`config.mk`:
```
export PLATFORM = sky130hd
export DESIGN_NAME = battle_board_ctrl_flat
export DESIGN_NICKNAME = d
export VERILOG_FILES = /design/src/rtl/battle_pkg.sv /design/src/rtl/battle_board_ctrl_if.sv /design/src/rtl/board_scan_driver.sv /design/src/rtl/battle_board_ctrl.sv /design/src/flat_wrapper.sv
export SDC_FILE = /design/constraint.sdc
export NUM_CORES = 1
export LEC_CHECK = 0
export ABC_AREA = 1
export BUFFER_PORTS_ARGS = -buffer_cell sky130_fd_sc_hd__buf_2
export CORE_AREA = 3 3 171 173
export DETAILED_ROUTE_END_ITERATION = 10
export DIE_AREA = 0 0 174 176
export PLACE_DENSITY = 0.57
export SLEW_MARGIN = 20
export SYNTH_ARGS = -nofsm -noshare
export SYNTH_HDL_FRONTEND = slang
export SYNTH_HIERARCHICAL = 1
export SYNTH_SLANG_ARGS = --single-unit
export TNS_END_PERCENT = 50
```
`constraint.sdc`:
```
create_clock -name clk -period 2.3 [get_ports clk]
set_input_delay 0 -clock clk [delete_from_list [all_inputs] [get_ports clk]]
set_output_delay 0 -clock clk [all_outputs]
set_load 0.02 [all_outputs]
```
`src/rtl/battle_pkg.sv`:
```
// Shared types and helpers for the battleship board controller.
package battle_pkg;

   typedef enum logic [2:0] {
      ST_IDLE,
      ST_PLAY,
      ST_CHECK,
      ST_WON,
      ST_LOST
   } state_t;

   typedef enum logic [1:0] {
      RES_NONE   = 2'b00,
      RES_MISS   = 2'b01,
      RES_HIT    = 2'b10,
      RES_REPEAT = 2'b11
   } result_t;

   localparam int SHOT_W = 8;

   // Linear cell index used by the ship/hit/miss maps: column-major.
   function automatic int cell_idx(input int row, input int col, input int rows);
      return col * rows + row;
   endfunction

endpackage

```
`src/rtl/battle_board_ctrl_if.sv`:
```
// Button/strobe inputs and display/status outputs of the board controller.
interface battle_board_ctrl_if #(
   parameter int ROWS = 7,
   parameter int COLS = 5
);
   logic [ROWS*COLS-1:0]      ship_map;
   logic                      load_map;
   logic                      btn_next;
   logic                      btn_fire;
   logic                      show_ships;
   logic                      scan_tick;
   logic [COLS-1:0]           m_col;
   logic [ROWS-1:0]           m_line;
   logic [$clog2(ROWS)-1:0]   cur_row;
   logic [$clog2(COLS)-1:0]   cur_col;
   logic [1:0]                result;
   logic [7:0]                shots_left;
   logic                      win;
   logic                      lost;

   modport master (
      output ship_map, load_map, btn_next, btn_fire, show_ships, scan_tick,
      input  m_col, m_line, cur_row, cur_col, result, shots_left, win, lost
   );

   modport slave (
      input  ship_map, load_map, btn_next, btn_fire, show_ships, scan_tick,
      output m_col, m_line, cur_row, cur_col, result, shots_left, win, lost
   );
endinterface

```
`src/rtl/board_scan_driver.sv`:
```
// Column-scanned LED matrix driver: column counter, one-hot column select
// and active-low line drive taken from either the ship or the hit map.
module board_scan_driver #(
   parameter int ROWS = 7,
   parameter int COLS = 5
) (
   input  logic                 clk,
   input  logic                 clr,
   input  logic                 scan_tick,
   input  logic                 show_ships,
   input  logic [ROWS*COLS-1:0] ship_bits,
   input  logic [ROWS*COLS-1:0] hit_bits,
   output logic [COLS-1:0]      m_col,
   output logic [ROWS-1:0]      m_line
);
   localparam int CW = $clog2(COLS);

   logic [CW-1:0]        col_q;
   logic [ROWS*COLS-1:0] src;
   logic [COLS-1:0]      col_hot;
   logic [ROWS-1:0]      line_n;

   // Column counter advances on each scan tick, wrapping at the last column.
   always_ff @(posedge clk) begin
      if (clr)
         col_q <= '0;
      else if (scan_tick)
         col_q <= (col_q == CW'(COLS-1)) ? '0 : col_q + CW'(1);
   end

   // Decode the selected column and pick its slice of the displayed map.
   always_comb begin
      src     = show_ships ? ship_bits : hit_bits;
      col_hot = COLS'(1) << col_q;
      line_n  = ~src[int'(col_q)*ROWS +: ROWS];
   end

   // Register the matrix drive; reset shows column 0 of empty maps.
   always_ff @(posedge clk) begin
      if (clr) begin
         m_col  <= COLS'(1);
         m_line <= '1;
      end else begin
         m_col  <= col_hot;
         m_line <= line_n;
      end
   end

endmodule

```
`src/rtl/battle_board_ctrl.sv`:
```
// Battleship board controller: ship/attack maps, attack cursor, shot
// resolution with a shot budget, win/loss flags and matrix scan.
//
// state    | meaning
// ---------+--------------------------------------------
// ST_IDLE  | no game loaded, waiting for load_map
// ST_PLAY  | cursor moves, fire latches the target cell
// ST_CHECK | resolve the latched shot (one cycle)
// ST_WON   | every ship cell hit; only load_map accepted
// ST_LOST  | budget spent without a win; only load_map accepted
module battle_board_ctrl
   import battle_pkg::*;
#(
   parameter int ROWS      = 7,
   parameter int COLS      = 5,
   parameter int MAX_SHOTS = 15
) (
   input  logic          clk,
   input  logic          clr,
   battle_board_ctrl_if.slave brd
);
   localparam int N     = ROWS * COLS;
   localparam int IDX_W = $clog2(N);
   localparam int RW    = $clog2(ROWS);
   localparam int CW    = $clog2(COLS);

   state_t              state_q, state_n;
   logic [N-1:0]        ship_q, ship_n;
   logic [N-1:0]        hit_q, hit_n;
   logic [N-1:0]        miss_q, miss_n;
   logic [SHOT_W-1:0]   shots_q, shots_n;
   result_t             result_q, result_n;
   logic [RW-1:0]       row_q, row_n;
   logic [CW-1:0]       col_q, col_n;
   logic [IDX_W-1:0]    idx_q, idx_n;
   logic                win_q, lost_q;

   // State register.
   always_ff @(posedge clk) begin
      if (clr)
         state_q <= ST_IDLE;
      else
         state_q <= state_n;
   end

   // Next-state and datapath update: restart, cursor moves, shot resolution.
   always_comb begin
      state_n  = state_q;
      ship_n   = ship_q;
      hit_n    = hit_q;
      miss_n   = miss_q;
      shots_n  = shots_q;
      result_n = result_q;
      row_n    = row_q;
      col_n    = col_q;
      idx_n    = idx_q;

      if (brd.load_map) begin
         state_n  = ST_PLAY;
         ship_n   = brd.ship_map;
         hit_n    = '0;
         miss_n   = '0;
         shots_n  = SHOT_W'(MAX_SHOTS);
         result_n = RES_NONE;
         row_n    = '0;
         col_n    = '0;
      end else begin
         case (state_q)
            ST_PLAY: begin
               if (brd.btn_fire) begin
                  idx_n   = IDX_W'(cell_idx(int'(row_q), int'(col_q), ROWS));
                  state_n = ST_CHECK;
               end else if (brd.btn_next) begin
                  if (row_q == RW'(ROWS-1)) begin
                     row_n = '0;
                     col_n = (col_q == CW'(COLS-1)) ? '0 : col_q + CW'(1);
                  end else begin
                     row_n = row_q + RW'(1);
                  end
               end
            end
            ST_CHECK: begin
               if (hit_q[idx_q] || miss_q[idx_q]) begin
                  result_n = RES_REPEAT;
               end else if (ship_q[idx_q]) begin
                  hit_n[idx_q] = 1'b1;
                  result_n     = RES_HIT;
                  shots_n      = (shots_q == '0) ? '0 : shots_q - SHOT_W'(1);
               end else begin
                  miss_n[idx_q] = 1'b1;
                  result_n      = RES_MISS;
                  shots_n       = (shots_q == '0) ? '0 : shots_q - SHOT_W'(1);
               end
               // An empty ship map can never be won.
               if (ship_q != '0 && (hit_n & ship_q) == ship_q)
                  state_n = ST_WON;
               else if (shots_n == '0)
                  state_n = ST_LOST;
               else
                  state_n = ST_PLAY;
            end
            default: ;
         endcase
      end
   end

   // Game data registers and registered status flags.
   always_ff @(posedge clk) begin
      if (clr) begin
         ship_q   <= '0;
         hit_q    <= '0;
         miss_q   <= '0;
         shots_q  <= '0;
         result_q <= RES_NONE;
         row_q    <= '0;
         col_q    <= '0;
         idx_q    <= '0;
         win_q    <= 1'b0;
         lost_q   <= 1'b0;
      end else begin
         ship_q   <= ship_n;
         hit_q    <= hit_n;
         miss_q   <= miss_n;
         shots_q  <= shots_n;
         result_q <= result_n;
         row_q    <= row_n;
         col_q    <= col_n;
         idx_q    <= idx_n;
         win_q    <= (state_n == ST_WON);
         lost_q   <= (state_n == ST_LOST);
      end
   end

   assign brd.cur_row    = row_q;
   assign brd.cur_col    = col_q;
   assign brd.result     = result_q;
   assign brd.shots_left = shots_q;
   assign brd.win        = win_q;
   assign brd.lost       = lost_q;

   board_scan_driver #(
      .ROWS (ROWS),
      .COLS (COLS)
   ) u_scan (
      .clk        (clk),
      .clr        (clr),
      .scan_tick  (brd.scan_tick),
      .show_ships (brd.show_ships),
      .ship_bits  (ship_q),
      .hit_bits   (hit_q),
      .m_col      (brd.m_col),
      .m_line     (brd.m_line)
   );

endmodule

```
`src/flat_wrapper.sv`:
```
// flat-port wrapper written by rule: the top's interface ports become plain ports
module battle_board_ctrl_flat import battle_pkg::*;
#(
   parameter int ROWS      = 7,
   parameter int COLS      = 5,
   parameter int MAX_SHOTS = 15
)
  (clk, clr, brd_ship_map, brd_load_map, brd_btn_next, brd_btn_fire, brd_show_ships, brd_scan_tick, brd_m_col, brd_m_line, brd_cur_row, brd_cur_col, brd_result, brd_shots_left, brd_win, brd_lost);
  battle_board_ctrl_if #(.ROWS(ROWS), .COLS(COLS)) brd_i ();
  input  logic clk;
  input  logic clr;
  input wire logic [$bits(brd_i.ship_map)-1:0] brd_ship_map;
  input wire logic [$bits(brd_i.load_map)-1:0] brd_load_map;
  input wire logic [$bits(brd_i.btn_next)-1:0] brd_btn_next;
  input wire logic [$bits(brd_i.btn_fire)-1:0] brd_btn_fire;
  input wire logic [$bits(brd_i.show_ships)-1:0] brd_show_ships;
  input wire logic [$bits(brd_i.scan_tick)-1:0] brd_scan_tick;
  output wire logic [$bits(brd_i.m_col)-1:0] brd_m_col;
  output wire logic [$bits(brd_i.m_line)-1:0] brd_m_line;
  output wire logic [$bits(brd_i.cur_row)-1:0] brd_cur_row;
  output wire logic [$bits(brd_i.cur_col)-1:0] brd_cur_col;
  output wire logic [$bits(brd_i.result)-1:0] brd_result;
  output wire logic [$bits(brd_i.shots_left)-1:0] brd_shots_left;
  output wire logic [$bits(brd_i.win)-1:0] brd_win;
  output wire logic [$bits(brd_i.lost)-1:0] brd_lost;
  assign brd_i.ship_map = brd_ship_map;
  assign brd_i.load_map = brd_load_map;
  assign brd_i.btn_next = brd_btn_next;
  assign brd_i.btn_fire = brd_btn_fire;
  assign brd_i.show_ships = brd_show_ships;
  assign brd_i.scan_tick = brd_scan_tick;
  assign brd_m_col = brd_i.m_col;
  assign brd_m_line = brd_i.m_line;
  assign brd_cur_row = brd_i.cur_row;
  assign brd_cur_col = brd_i.cur_col;
  assign brd_result = brd_i.result;
  assign brd_shots_left = brd_i.shots_left;
  assign brd_win = brd_i.win;
  assign brd_lost = brd_i.lost;
  battle_board_ctrl #(.ROWS(ROWS), .COLS(COLS), .MAX_SHOTS(MAX_SHOTS)) u_core (.clk(clk), .clr(clr), .brd(brd_i));
endmodule
```
---- After elaboration in Yosys (flattened, before gate mapping) ----
Index checks and enable logic that the tools add are counted.
word-level totals
  bits in registers ....................... 147
  bits of input ports ..................... 42
  output and inout port bits .............. 30
operators by class
  add/subtract/negate cells ............... 5
  multipliers ............................. 2
  order comparisons ....................... 2
  equal/unequal tests ..................... 8
  shifts and indexed selects .............. 2
  muxes and demuxes ....................... 29
  bitwise operators ....................... 8
  reduce and logical (&&, ||, !) cells .... 12
operator list
  cell                                                                number
  2-to-1 mux 35 bit                                                   5
  OR 35 bit                                                           2
  AND 35 bit                                                          1
  == test 35 bit                                                      1
  nonzero test 35 bit                                                 1
  variable part select 35 x 7 -> 7 bit                                1
  2-to-1 mux 8 bit                                                    4
  2-to-1 mux 3 bit                                                    7
  binary-select mux 1 bit (select 6 bit)                              3
  zero test 8 bit                                                     2
  == test 3 bit (second input constant)                               4
  multiplier 3 x 3 -> 6 bit (second input constant)                   2
  adder 3 x 1 -> 3 bit (second input constant)                        3
  AND reduction 3 bit                                                 3
  2-to-1 mux 4 bit                                                    2
  subtractor 8 x 1 -> 8 bit (second input constant)                   1
  < comparator 6 x 7 -> 1 bit (second input constant)                 1
  inverter 7 bit                                                      1
  adder 6 x 4 -> 6 bit                                                1
  demux 1 bit (select 6 bit)                                          1
  == test 3 x 2 -> 1 bit (second input constant)                      2
  greater-or-equal comparator 6 x 1 -> 1 bit (second input constant)  1
  one-hot mux 3 bit (2 select lines)                                  1
  << shifter 1 x 3 -> 5 bit (first input constant)                    1
  9 further kinds                                                     17

---- Longest topological paths before layout ----
Gate-level depths: netlist (run 1).
  depth in word-level cells ............... 16
  depth in mapped cells ................... 26
  gate-level depth less buffers ........... 25

---- Hierarchy ----
The synthesis (run 1) kept the hierarchy.
by module, submodules not included
  module             times used  cells each  area an instance (µm²)  seq. area each (µm²)
  battle_board_ctrl  1           1,092       7,141.8                 2,642.5
  board_scan_driver  1           194         1,168.6                 300.3

---- Worst setup path after synthesis (run 1) ----
No wires, ideal clock.
  path kind ............................... register to register
  start ................................... register u_core.col_q[0] (netlist: u_core/brd.cur_col[0])
  end ..................................... register u_core.idx_q[5]
  setup time .............................. 0.064 ns
  arrival time ............................ 2.452 ns
  data required time ...................... 2.236 ns
  setup slack ............................. -0.216 ns
  stages on the path, launching flop included .. 12
  buffers on the path ..................... 0
  cell sequence ........................... dfxtp_1 fa_1 inv_1 fa_1 inv_1 fa_1 nand2_1 nand2_1 a21oi_1 xnor2_1 nor2_1 nor2_1
on the way
  longest elaborated chain between the ends .. 2
ends and longest elaborated chain
  what                       line                      source
  from (decl)                battle_board_ctrl.sv:34   logic [CW-1:0] col_q, col_n;
  from (signal assigned)     battle_board_ctrl.sv:127  col_q <= col_n;
  multiplier 3 x 3 -> 6 bit  battle_pkg.sv:23          return col * rows + row;
  adder 6 x 4 -> 6 bit       battle_pkg.sv:23
  to (signal assigned)       battle_board_ctrl.sv:128  idx_q <= idx_n;
  to (decl)                  battle_board_ctrl.sv:35   logic [IDX_W-1:0] idx_q, idx_n;
No other way between the ends.
A chain may end at the register's enable or synchronous reset.

---- Final worst setup path (run 1) ----
  start ................................... register u_core.idx_q[1]
  end ..................................... register u_core.result_q[1] (netlist: u_core/brd.result[1])
on the way
  longest elaborated chain between the ends .. 4
  elaborated cells on any way between the ends .. 9
  those cells by class .................... 8 x mux; 1 x reduce/logical
ends and longest elaborated chain
  what                                                              line                                              source
  binary-select mux 1 bit (select 6 bit), on equally long branches  battle_board_ctrl.sv:85, battle_board_ctrl.sv:83
  2-to-1 mux 1 bit, on equally long branches                        battle_board_ctrl.sv:85, battle_board_ctrl.sv:83
  2-to-1 mux 2 bit / logical OR 1 bit (equally long branches)       battle_board_ctrl.sv:85, battle_board_ctrl.sv:83
  2-to-1 mux 2 bit (*)                                              battle_board_ctrl.sv:83                           if (hit_q[idx_q] || miss_q[idx_q]) begin
  to (signal assigned)                                              battle_board_ctrl.sv:125                          result_q <= result_n;
  to (decl)                                                         battle_board_ctrl.sv:32                           result_t result_q, result_n;
Every way passes the cells marked *; elsewhere a longest branch is shown, timed or not. The select of a mux whose other input is x is not followed.

==> flow_summary_export.csv, run 1 <==
group,metric,value,unit
clock_tree,cts-buffers-inserted,17,
critical_path,cp_max_fo,9,
route,first_pass_iters,6,
clock_tree,clkTransAtPathRegs,0.06,ns
sta,worst_pin_slew,0.841,ns
clock_tree,h-tree-depth,4,
synth,seq_area_frac_synth,35.4,%
route,ant_nets,0,
power_and_ir_drop,powerDensity,562,nW/um^2
placement,dpl-instance-area,10700,um^2
placement,dp_hpwl,25.2,mm
clock_tree,clock-sinks,147,
synth,synthFlopType,"dfxtp_1",
hold_path,hold_start,"brd_load_map",
flow_run,drv_cap,0,
global_routing,grt_first_pass_wirelength,53.8,mm
sta,post-route-period-util,130,%
sta,rsz0062_at_grt,"yes",
critical_path,critPathRequiredTime,2.62,ns
global_routing,grtUsageTotal,22.5,%
critical_path,endpoint_kind,"register",
floorplanning,die_w,174,um
route,drtIter0Drc,1008,
route,routed_via_density,5.01,
floorplanning,core-area,27800,um^2
critical_path,crit_type,"register to register",
sta,slew_headroom,44.0,%
synth,synth_edf_count,0,
final_layout,drive_above_1_share,33.2,%
synth,syn_inst,1286,
floorplanning,die-area,30600,um^2
synth,ys_ff_latch,147,
floorplanning,start_util,29.9,%
synth,postSynthNetCount,1346,
synth,syn_area_per_cell,6.46,um^2
route,vias,10100,
sta,layout_min_cycle_time,2.99,ns
synth,ys_warn_count,6,
route,route.detailed.drc,0,
critical_path,crit_start,"u_core/idx_q[1]$_SDFFE_PP0P_",
synth,syn-cell-area,8310,um^2
floorplanning,rows,61,
synth,yosysTopAreaCellShare,35.4,%
synth,yosysUniqueCellTypes,44,
sta,worst_clock_skew,0.00930,ns
placement,routabilityCongestion,1.00,
clock_tree,tritoncts,"done",
global_routing,grt_pass1_vias,9516,
synth,synthTopCellsByArea,"dfxtp_1 35%, nand2_1 14%, nand3_1 8.1%",
sta,hold_viol,0,
hold_path,hold_path_class,"input port to register",
final_layout,area_growth,55.5,%
critical_path,critPathLaunchType,"register",
status,violations,"negative setup slack",
synth,synthArstFlopShare,0,%
clock_tree,cts-root-buf,"clkbuf_16",
final_layout,n_antenna_cell,0,
critical_path,arrival,3.31,ns
global_routing,grt_max_degree,57,
critical_path,r2r-start,"u_core/idx_q[1]$_SDFFE_PP0P_",
synth,synthDominantAreaCellType,"dfxtp_1",
sta,setup_viol,77,
power_and_ir_drop,ir_worst_vdd,402,uV
placement,io_buffers,71,
status,status,"complete, but fails checks",
clock_tree,clock_latency,0.43,ns
sta,max_freq,335,MHz
floorplanning,pin_count,72,
global_routing,antenna_found_initial,0,
global_routing,grt_overflow,0,
final_layout,final_design_area_no_fill,12900,um^2
final_layout,final_nets,1684,
clock_tree,cts_buffer_depth,2,
sta,slew_viol_final,0,
route,routed_wl,35.6,mm
power_and_ir_drop,p_leak,5.69,nW
floorplanning,fp.dieH,176,um
sta,fin_ws,-0.688,ns
sta,hold_ws,0.0327,ns
route,wire_per_inst,17.7,um
[synthesized netlist by cell type (all sizes together) (2+ instances only)]
cell type / instances
ha: 14
nor2: 167
o21ai: 79
dfxtp: 147
clkbuf: 28
o221ai: 4
nand2: 318
o31ai: 3
xor2: 6
o21a: 17
xnor2: 2
fa: 4
nand3: 134
inv: 163
nor3: 9
o211ai: 8
a31oi: 2
nand4: 15
a21oi: 109
nor4: 8
a211oi: 3
buf: 32
o21bai: 5
clkinv: 2
[final timing paths]
check	to	slack [ns]	cells after the start
setup / recovery	u_core/brd.result[1]$_SDFFE_PP0P_	-0.69	21
hold / removal	u_core/brd.lost$_SDFF_PP0_	0.03	4
hold reg to reg	u_core/miss_q[34]$_SDFFE_PP0P_	0.46	2
setup reg to reg	u_core/brd.result[1]$_SDFFE_PP0P_	-0.69	21
[sequential cells by signal (all words and copies together) (netlist names), 5 cells and up]
register / flops
u_core/hit_q: 35
u_core/u_scan/m_col: 5
u_core/brd.shots_left: 8
u_core/ship_q: 35
u_core/u_scan/m_line: 7
u_core/idx_q: 6
u_core/miss_q: 35
[report_power, final]
group	total (W)	leakage [nW]	internal (W)	switching [W]
sequential	0.00269	1.20	0.00262	0.0000660
combinational	0.00163	4.20	0.000726	0.000903
clock	0.00294	0.296	0.00178	0.00116
total	0.00726	5.69	0.00513	0.00213
[critical path: stages, from the launching register on]
cell and delay, ns:
dfxtp_4 0.37, buf_12 0.13, nor2_4 0.04, buf_12 0.13
buf_8 0.12, nand3_2 0.05, nand2_1 0.05, nor2_1 0.10
nand2_1 0.08, o21ai_2 0.22, nor2_4 0.08, nor2_8 0.16
buf_12 0.13, buf_12 0.12, buf_8 0.13, inv_8 0.05
buf_4 0.13, nor3_4 0.29, buf_6 0.20, clkbuf_16 0.16
buf_6 0.10, nor2_1 0.03
[per-layer routing]
| layer | track usage (%) | wire [um] |
|---|---|---|
| met1 | 30.9 | 15700 |
| met2 | 35.5 | 15600 |
| met3 | 3.55 | 2890 |
| met4 | 9.22 | 1420 |
| met5 | 0 | 0 |
[through the flow]
stage | worst slack, ns | cells | power [W] | util [%] | setup TNS (ns)
finish | -0.688 | 2015 | 0.00726 | 46.5 | -30.44
global route | -0.853 | 2015 | 0.00751 | 46.5 | -40.91
CTS | -0.580 | 2011 | 0.00719 | 45.1 | -23.46
detailed placement | -0.853 | 1903 | 0.00397 | 38.7 | -32.54
global placement | -0.850 | 1903 | 0.00397 | 38.7 | -31.23
floorplan | -0.0386 | 1286 | 0.00340 | - | -0.231
[logic make-up (layout without fill, tap and decap cells)]
kind of cell	count (synthesis)	count (layout)	share of synthesized area [%]
AO/OA/AOI/OAI	234	234	15.6
adder cells (fa/ha/maj)	18	18	3.07
AND/OR/NAND/NOR	654	654	33.5
XOR/XNOR	8	8	0.843
buffers and inverters	225	576	11.7
flip-flops	147	147	35.4
[layout make-up]
type                       count  area, um^2
clock inverter                10         130
inverter                     165         644
clock buffer                  22         474
fill                        2814       14900
tap                          378         473
sequential                   147        2960
timing repair buffer         379        3240
multi-input combinational    914        4990
[cells in the final DEF, fill, tap and decap left out, types with 17 or more instances in the layout]
cell	netlist	final
nor2_1	156	138
buf_6	9	17
nand3_1	134	112
o21a_1	17	17
a21oi_1	109	76
a21oi_2	0	33
buf_4	8	220
dfxtp_1	147	141
o21ai_0	75	66
nor2_2	8	17
dlygate4sd3_1	0	42
buf_2	14	71
nand2_2	7	40
clkbuf_16	0	19
inv_1	153	146
buf_12	0	19
nand3_2	0	20
nand2_1	311	267
[what timing repair did]
action / in CTS / in global routing
endpoints found under the setup margin: 87 / 86
cloned: 9 / 3
endpoints found under the hold margin: 39 / 0
hold buffers: 42 / 0
resized for setup: 86 / 101
pin swaps: 46 / 50
buffers inserted: 27 / 4
(Power assumes the default switching activity.)
==> inputs of run 2 (changes only) <==
--- a/config.mk
+++ b/config.mk
@@ -6,11 +6,12 @@
 export NUM_CORES = 1
 export LEC_CHECK = 0
 export ABC_AREA = 1
-export BUFFER_PORTS_ARGS = -buffer_cell sky130_fd_sc_hd__buf_2
+export CAP_MARGIN = 20
 export CORE_AREA = 3 3 171 173
 export DETAILED_ROUTE_END_ITERATION = 10
 export DIE_AREA = 0 0 174 176
-export PLACE_DENSITY = 0.57
+export DONT_BUFFER_PORTS = 1
+export PLACE_DENSITY = 0.55
 export SLEW_MARGIN = 20
 export SYNTH_ARGS = -nofsm -noshare
 export SYNTH_HDL_FRONTEND = slang
==> flow_summary_export.csv, run 2 (synthesis results as in run 1) <==
group,metric,value,unit
status,status,"complete, but fails checks",
status,violations,"negative setup slack",
global_routing,antenna_found_initial,0,
clock_tree,tritoncts,"done",
critical_path,critPathRequiredTime,2.67,ns
critical_path,cp_max_fo,8,
final_layout,layout_common_cells,"263 x nand2_1, 226 x buf_4, 148 x inv_1",
sta,fin_ws,-0.764,ns
sta,post-route-period-util,133,%
clock_tree,clkTransAtPathRegs,0.06,ns
floorplanning,die-area,30600,um^2
global_routing,grtUsageTotal,23.2,%
critical_path,cp_slowest_cell,"dfxtp_4",
final_layout,n_antenna_cell,0,
critical_path,max_stage_delay,0.39,ns
sta,slew_headroom,46.2,%
route,drtIter0Drc,912,
clock_tree,clock-sinks,147,
final_layout,area_growth,50.1,%
floorplanning,die_w,174,um
route,wire_per_inst,18.6,um
route,first_pass_iters,5,
critical_path,crit_type,"register to register",
clock_tree,cts_buffer_depth,2,
final_layout,post-route-util,44.9,%
floorplanning,start_util,29.9,%
clock_tree,cts-root-buf,"clkbuf_16",
sta,layout_min_cycle_time,3.06,ns
final_layout,final_nets,1615,
clock_tree,h-tree-depth,4,
flow_run,drv_cap,0,
final_layout,instances_no_fill,1945,
route,ant_nets,0,
power_and_ir_drop,p_sw_share,30.5,%
critical_path,critPathLaunchType,"register",
placement,dp_hpwl,26.2,mm
power_and_ir_drop,pwr-share-comb,20.5,%
final_layout,final_common_cell,"nand2_1",
global_routing,grt_first_pass_wirelength,54.5,mm
floorplanning,core-area,27800,um^2
final_layout,multi_input_area,4980,um^2
sta,slew_viol_final,0,
critical_path,cp_common_cell,"nand2_2",
sta,max_freq,326,MHz
power_and_ir_drop,p_seq_share,38.7,%
power_and_ir_drop,power.internal,0.00487,W
critical_path,critPathTopFamily,"simple AND/OR/NAND/NOR gates",
global_routing,grt_max_degree,64,
sta,rsz0062_at_grt,"yes",
placement,dp_cells,1842,
critical_path,arrival,3.43,ns
critical_path,worstPathCellList,"inv_2 -> nor2_4 -> buf_4 -> nand3_1 -> nand2_1 -> nor2_1 -> nand2_2 -> o21ai_4 -> nor2_4 -> nor2_8 -> buf_12 -> nand2_2 -> inv_2 -> nand2_2 -> nand2_2 -> nand3_1 -> nor2_4 -> buf_4 -> nand4_1 -> nand2_1 -> nand3_1 -> nor2_1",
critical_path,critPathBufInv,5,
critical_path,endpoint_kind,"register",
clock_tree,clock_latency,0.44,ns
power_and_ir_drop,p_leak,5.58,nW
sta,hold_viol,0,
global_routing,grt_pass1_vias,9217,
final_layout,reg.largest.list,"u_core/hit_q (35), u_core/miss_q (35), u_core/ship_q (35)",
sta,setup_viol,82,
route,route.detailed.drc,0,
final_layout,nFillCells,2922,
placement,io_buffers,0,
power_and_ir_drop,powerDensity,562,nW/um^2
floorplanning,pin_count,72,
power_and_ir_drop,p_clk_share,40.8,%
power_and_ir_drop,ir_worst_vdd,494,uV
power_and_ir_drop,p_switching,0.00214,W
sta,worst_clock_skew,0.0135,ns
clock_tree,cts-buffers-inserted,17,
final_layout,drive_above_1_share,29.3,%
placement,routabilityCongestion,0.969,
route,vias,9577,
floorplanning,rows,61,
route,routed_wl,36.1,mm
placement,pre_cts_ws,-0.942,ns
global_routing,grt_overflow,0,
floorplanning,fp.dieH,176,um
route,routed_via_density,4.92,
final_layout,ff_latch_area,2960,um^2
hold_path,hold_path_class,"input port to register",
sta,worst_pin_slew,0.804,ns
==> run 2: routing by layer <==
metal  share of wire (%)  vias to the layer above  track usage [%]  routed length (um)
li1                    -                     4697                -                   -
met5                   0                        -                0                   0
met1                  45                     4492             32.0               16400
met4                 2.3                        0             7.07                 847
met3                 6.6                       48             4.19                2370
met2                  46                      340             37.1               16500
==> run 2: path summary, 6_finish.rpt <==
check / slack (ns) / to / cells past startpoint / from
min reg2reg: 0.45 / u_core/miss_q[18]$_SDFFE_PP0P_ / 2 / u_core/miss_q[18]$_SDFFE_PP0P_
max reg2reg: -0.76 / u_core/brd.win$_SDFF_PP0_ / 22 / u_core/idx_q[2]$_SDFFE_PP0P_
min: 0.02 / u_core/u_scan/m_line[5]$_SDFF_PP1_ / 5 / brd_show_ships
max: -0.76 / u_core/brd.win$_SDFF_PP0_ / 22 / u_core/idx_q[2]$_SDFFE_PP0P_
==> run 2: what timing repair did <==
action	in CTS	in global routing
endpoints found under the setup margin	87	90
hold buffers	44	0
gates cloned	8	2
pin swaps	23	33
endpoints found under the hold margin	67	0
setup buffers	19	3
resized for setup	75	109
==> run 2: worst reg2reg max path: stages, from the launching register on <==
cell     delay, ns
dfxtp_4       0.39
inv_2         0.12
nor2_4        0.07
buf_4         0.14
nand3_1       0.10
nand2_1       0.06
nor2_1        0.19
nand2_2       0.11
o21ai_4       0.19
nor2_4        0.07
nor2_8        0.16
buf_12        0.13
nand2_2       0.06
inv_2         0.13
nand2_2       0.11
nand2_2       0.10
nand3_1       0.12
nor2_4        0.16
buf_4         0.12
nand4_1       0.16
nand2_1       0.11
nand3_1       0.08
nor2_1        0.11
==> run 2: layout make-up <==
cell class	count	area share, %
clock inverter	13	1.20
tap	378	3.79
clock buffer	18	3.52
timing repair buffer	309	22.6
timing repair inverter	1	0.0501
sequential	147	23.7
multi-input combinational	914	39.9
inverter	165	5.17
==> run 2: power by group through the flow <==
stage               registers (W)  clock network (W)  logic [W]
floorplan                 0.00275                  0   0.000642
global placement          0.00277                  0    0.00113
detailed placement        0.00277                  0    0.00112
CTS                       0.00271            0.00293    0.00137
global route              0.00272            0.00303    0.00154
finish                    0.00271            0.00286    0.00144
==> run 2: per-stage QoR <==
| step | instance area [um^2] | hold WS, ns | power (W) | setup TNS, ns |
|---|---|---|---|---|
| 2_1_floorplan | 8460 | 0.0724 | 0.00340 | -0.231 |
| 3_3_place_gp | 10400 | 0.0708 | 0.00390 | -33.98 |
| 3_5_place_dp | 10400 | 0.0696 | 0.00389 | -33.21 |
| 4_1_cts | 12100 | 0.00480 | 0.00701 | -24.05 |
| 5_1_grt | 12500 | 0.0305 | 0.00729 | -40.08 |
| 6_report | 12500 | 0.0249 | 0.00701 | -30.69 |
==> inputs of run 3 (changes only) <==
--- a/config.mk
+++ b/config.mk
@@ -8,9 +8,11 @@
 export ABC_AREA = 1
 export CAP_MARGIN = 20
 export CORE_AREA = 3 3 171 173
+export CTS_BUF_LIST = sky130_fd_sc_hd__clkbuf_8
 export DETAILED_ROUTE_END_ITERATION = 10
 export DIE_AREA = 0 0 174 176
 export DONT_BUFFER_PORTS = 1
+export MAX_ROUTING_LAYER = met4
 export PLACE_DENSITY = 0.55
 export SLEW_MARGIN = 20
 export SYNTH_ARGS = -nofsm -noshare
==> flow_summary_export.csv, run 3 (synthesis results as in run 1) <==
group,metric,value,unit
placement,io_buffers,0,
floorplanning,fp.dieH,176,um
route,wire_per_inst,18.4,um
global_routing,grt_pass1_vias,9250,
sta,slew_headroom,49.3,%
sta,worst_pin_slew,0.758,ns
critical_path,crit_type,"register to register",
critical_path,r2r_cells,23,
route,wl_met2,16.2,mm
route,drtIter0Drc,912,
critical_path,critPathLaunchType,"register",
critical_path,worstPathCellList,"buf_4 -> buf_4 -> nand4_1 -> nand2_1 -> nor3_2 -> nand2_1 -> nand2_1 -> nand2_2 -> nor2_8 -> buf_12 -> buf_16 -> nand3_2 -> nand3_2 -> nand2_2 -> nor2_2 -> nand2_2 -> nor2_4 -> nand3_2 -> nand2_1 -> nand2_1 -> nand2_1 -> nand2_2 -> nor2_1",
power_and_ir_drop,p_clk_share,31.0,%
sta,post-route-period-util,129,%
critical_path,rr_endpoint,"u_core/brd.win$_SDFF_PP0_",
route,wl_met1,16.4,mm
route,routed_wl,36.3,mm
clock_tree,cts_buffer_depth,2,
final_layout,nFillCells,2939,
critical_path,critPathRequiredTime,2.72,ns
sta,slew_viol_final,0,
flow_run,drv_cap,0,
route,met3_length,2.14,mm
power_and_ir_drop,p_sw_share,34.1,%
route,routed_via_density,4.84,
critical_path,endpoint_kind,"register",
clock_tree,h-tree-depth,4,
sta,setup_viol,78,
clock_tree,clock_latency,0.49,ns
power_and_ir_drop,p_switching,0.00209,W
floorplanning,die-area,30600,um^2
global_routing,grt_overflow,0,
power_and_ir_drop,powerDensity,500,nW/um^2
floorplanning,start_util,29.9,%
hold_path,hold_path_class,"input port to register",
final_layout,drive_above_1_share,27.9,%
placement,dp_cells,1842,
final_layout,final_nets,1633,
critical_path,cp_common_cell,"nand2_1",
placement,routabilityCongestion,0.944,
clock_tree,tritoncts,"done",
floorplanning,pin_count,72,
final_layout,final_common_cell,"nand2_1",
critical_path,cp_slowest_cell,"dfxtp_4",
final_layout,reg.largest.list,"u_core/hit_q (35), u_core/miss_q (35), u_core/ship_q (35)",
critical_path,max_stage_delay,0.38,ns
status,violations,"negative setup slack",
clock_tree,clkTransAtPathRegs,0.10,ns
global_routing,grt_first_pass_wirelength,54.6,mm
power_and_ir_drop,power.internal,0.00405,W
hold_path,holdPathStages,3,
power_and_ir_drop,ir_worst_vdd,410,uV
global_routing,grt_max_degree,65,
final_layout,post-route-util,44.2,%
power_and_ir_drop,p_total,0.00614,W
clock_tree,clock-sinks,147,
final_layout,layout_common_cells,"288 x nand2_1, 236 x buf_4, 149 x inv_1",
critical_path,arrival,3.38,ns
clock_tree,cts-buffers-inserted,17,
floorplanning,die_w,174,um
final_layout,final_design_area_no_fill,12300,um^2
final_layout,area_growth,47.8,%
status,status,"complete, but fails checks",
sta,fin_ws,-0.662,ns
placement,dpl-instance-area,10500,um^2
route,first_pass_iters,5,
sta,worst_clock_skew,0.0218,ns
route,route.detailed.drc,0,
hold_path,hold_start,"clr",
power_and_ir_drop,p_seq_share,44.0,%
power_and_ir_drop,p_leak,5.34,nW
critical_path,cp_max_fo,7,
power_and_ir_drop,pwr-share-comb,25.0,%
global_routing,grtUsageTotal,24.2,%
sta,max_freq,338,MHz
floorplanning,core-area,27800,um^2
sta,layout_min_cycle_time,2.96,ns
route,top_layer,"met4",
global_routing,antenna_found_initial,2,
clock_tree,cts-root-buf,"clkbuf_8",
route,vias,9514,
sta,fin_setup_tns,-27.14,ns
critical_path,r2r_slack,-0.66,ns
sta,hold_viol,0,
hold_path,min_to,"u_core/ship_q[5]$_SDFFE_PP0P_",
floorplanning,rows,61,
critical_path,r2r-start,"u_core/idx_q[1]$_SDFFE_PP0P_",
final_layout,instances_no_fill,1966,
sta,rsz0062_at_grt,"yes",
route,ant_nets,0,
placement,dp_hpwl,26.2,mm
run 3: worst max-delay path by stage:
stage	startpoint	endpoint	slack, ns	cells past startpoint
2_1_floorplan	u_core/idx_q[1]$_SDFFE_PP0P_	u_core/brd.win$_SDFF_PP0_	-0.04	24
3_3_place_gp	u_core/idx_q[0]$_SDFFE_PP0P_	u_core/brd.lost$_SDFF_PP0_	-0.85	22
3_5_place_dp	u_core/idx_q[0]$_SDFFE_PP0P_	u_core/brd.win$_SDFF_PP0_	-0.84	24
4_1_cts	u_core/idx_q[1]$_SDFFE_PP0P_	u_core/brd.lost$_SDFF_PP0_	-0.58	23
5_1_grt	u_core/idx_q[0]$_SDFFE_PP0P_	u_core/brd.win$_SDFF_PP0_	-0.86	25
6_report	u_core/idx_q[1]$_SDFFE_PP0P_	u_core/brd.win$_SDFF_PP0_	-0.66	23
run 3: timing repair:
action / CTS / global route
endpoints found under the hold margin: 76 / 0
cloned: 10 / 1
gates resized for setup: 84 / 60
pin swaps: 15 / 27
hold buffers: 43 / 0
setup buffers: 32 / 5
endpoints found under the setup margin: 87 / 89
run 3: power by group through the flow:
stage / clock [W] / combinational, W / sequential [W]
floorplan: 0 / 0.000642 / 0.00275
global placement: 0 / 0.00116 / 0.00277
detailed placement: 0 / 0.00115 / 0.00277
CTS: 0.00194 / 0.00146 / 0.00270
global route: 0.00205 / 0.00165 / 0.00271
finish: 0.00190 / 0.00154 / 0.00270
run 3: final cells by class:
| class | instances | area (um^2) | share of cell area (%) |
|---|---|---|---|
| clock buffer | 17 | 234 | 1.90 |
| clock inverter | 15 | 110 | 0.896 |
| antenna | 2 | 5.00 | 0.0407 |
| sequential | 147 | 2960 | 24.1 |
| tap | 378 | 473 | 3.85 |
| multi-input combinational | 914 | 4810 | 39.2 |
| timing repair buffer | 326 | 3030 | 24.7 |
| inverter | 165 | 651 | 5.30 |
| timing repair inverter | 2 | 12.5 | 0.102 |
run 3: metal layers:
metal	global-route usage (%)	vias up
met5	-	-
met4	9.45	0
met3	4.06	70
met2	37.9	325
met1	31.2	4393
li1	-	4726
run 3: metrics by stage:
stage / hold WS [ns] / setup WS, ns
after floorplan: 0.0724 / -0.0386
after global placement: 0.0698 / -0.853
after detailed placement: 0.0705 / -0.837
after CTS: 0.0556 / -0.578
after global routing: 0.136 / -0.864
final: 0.0977 / -0.662
run 3: critical path: cells and delay by family (launching register included):
family / cells / cell delay (ns)
buffers and inverters: 4 / 0.58
AND/OR/NAND/NOR: 19 / 1.94
flip-flops: 1 / 0.38
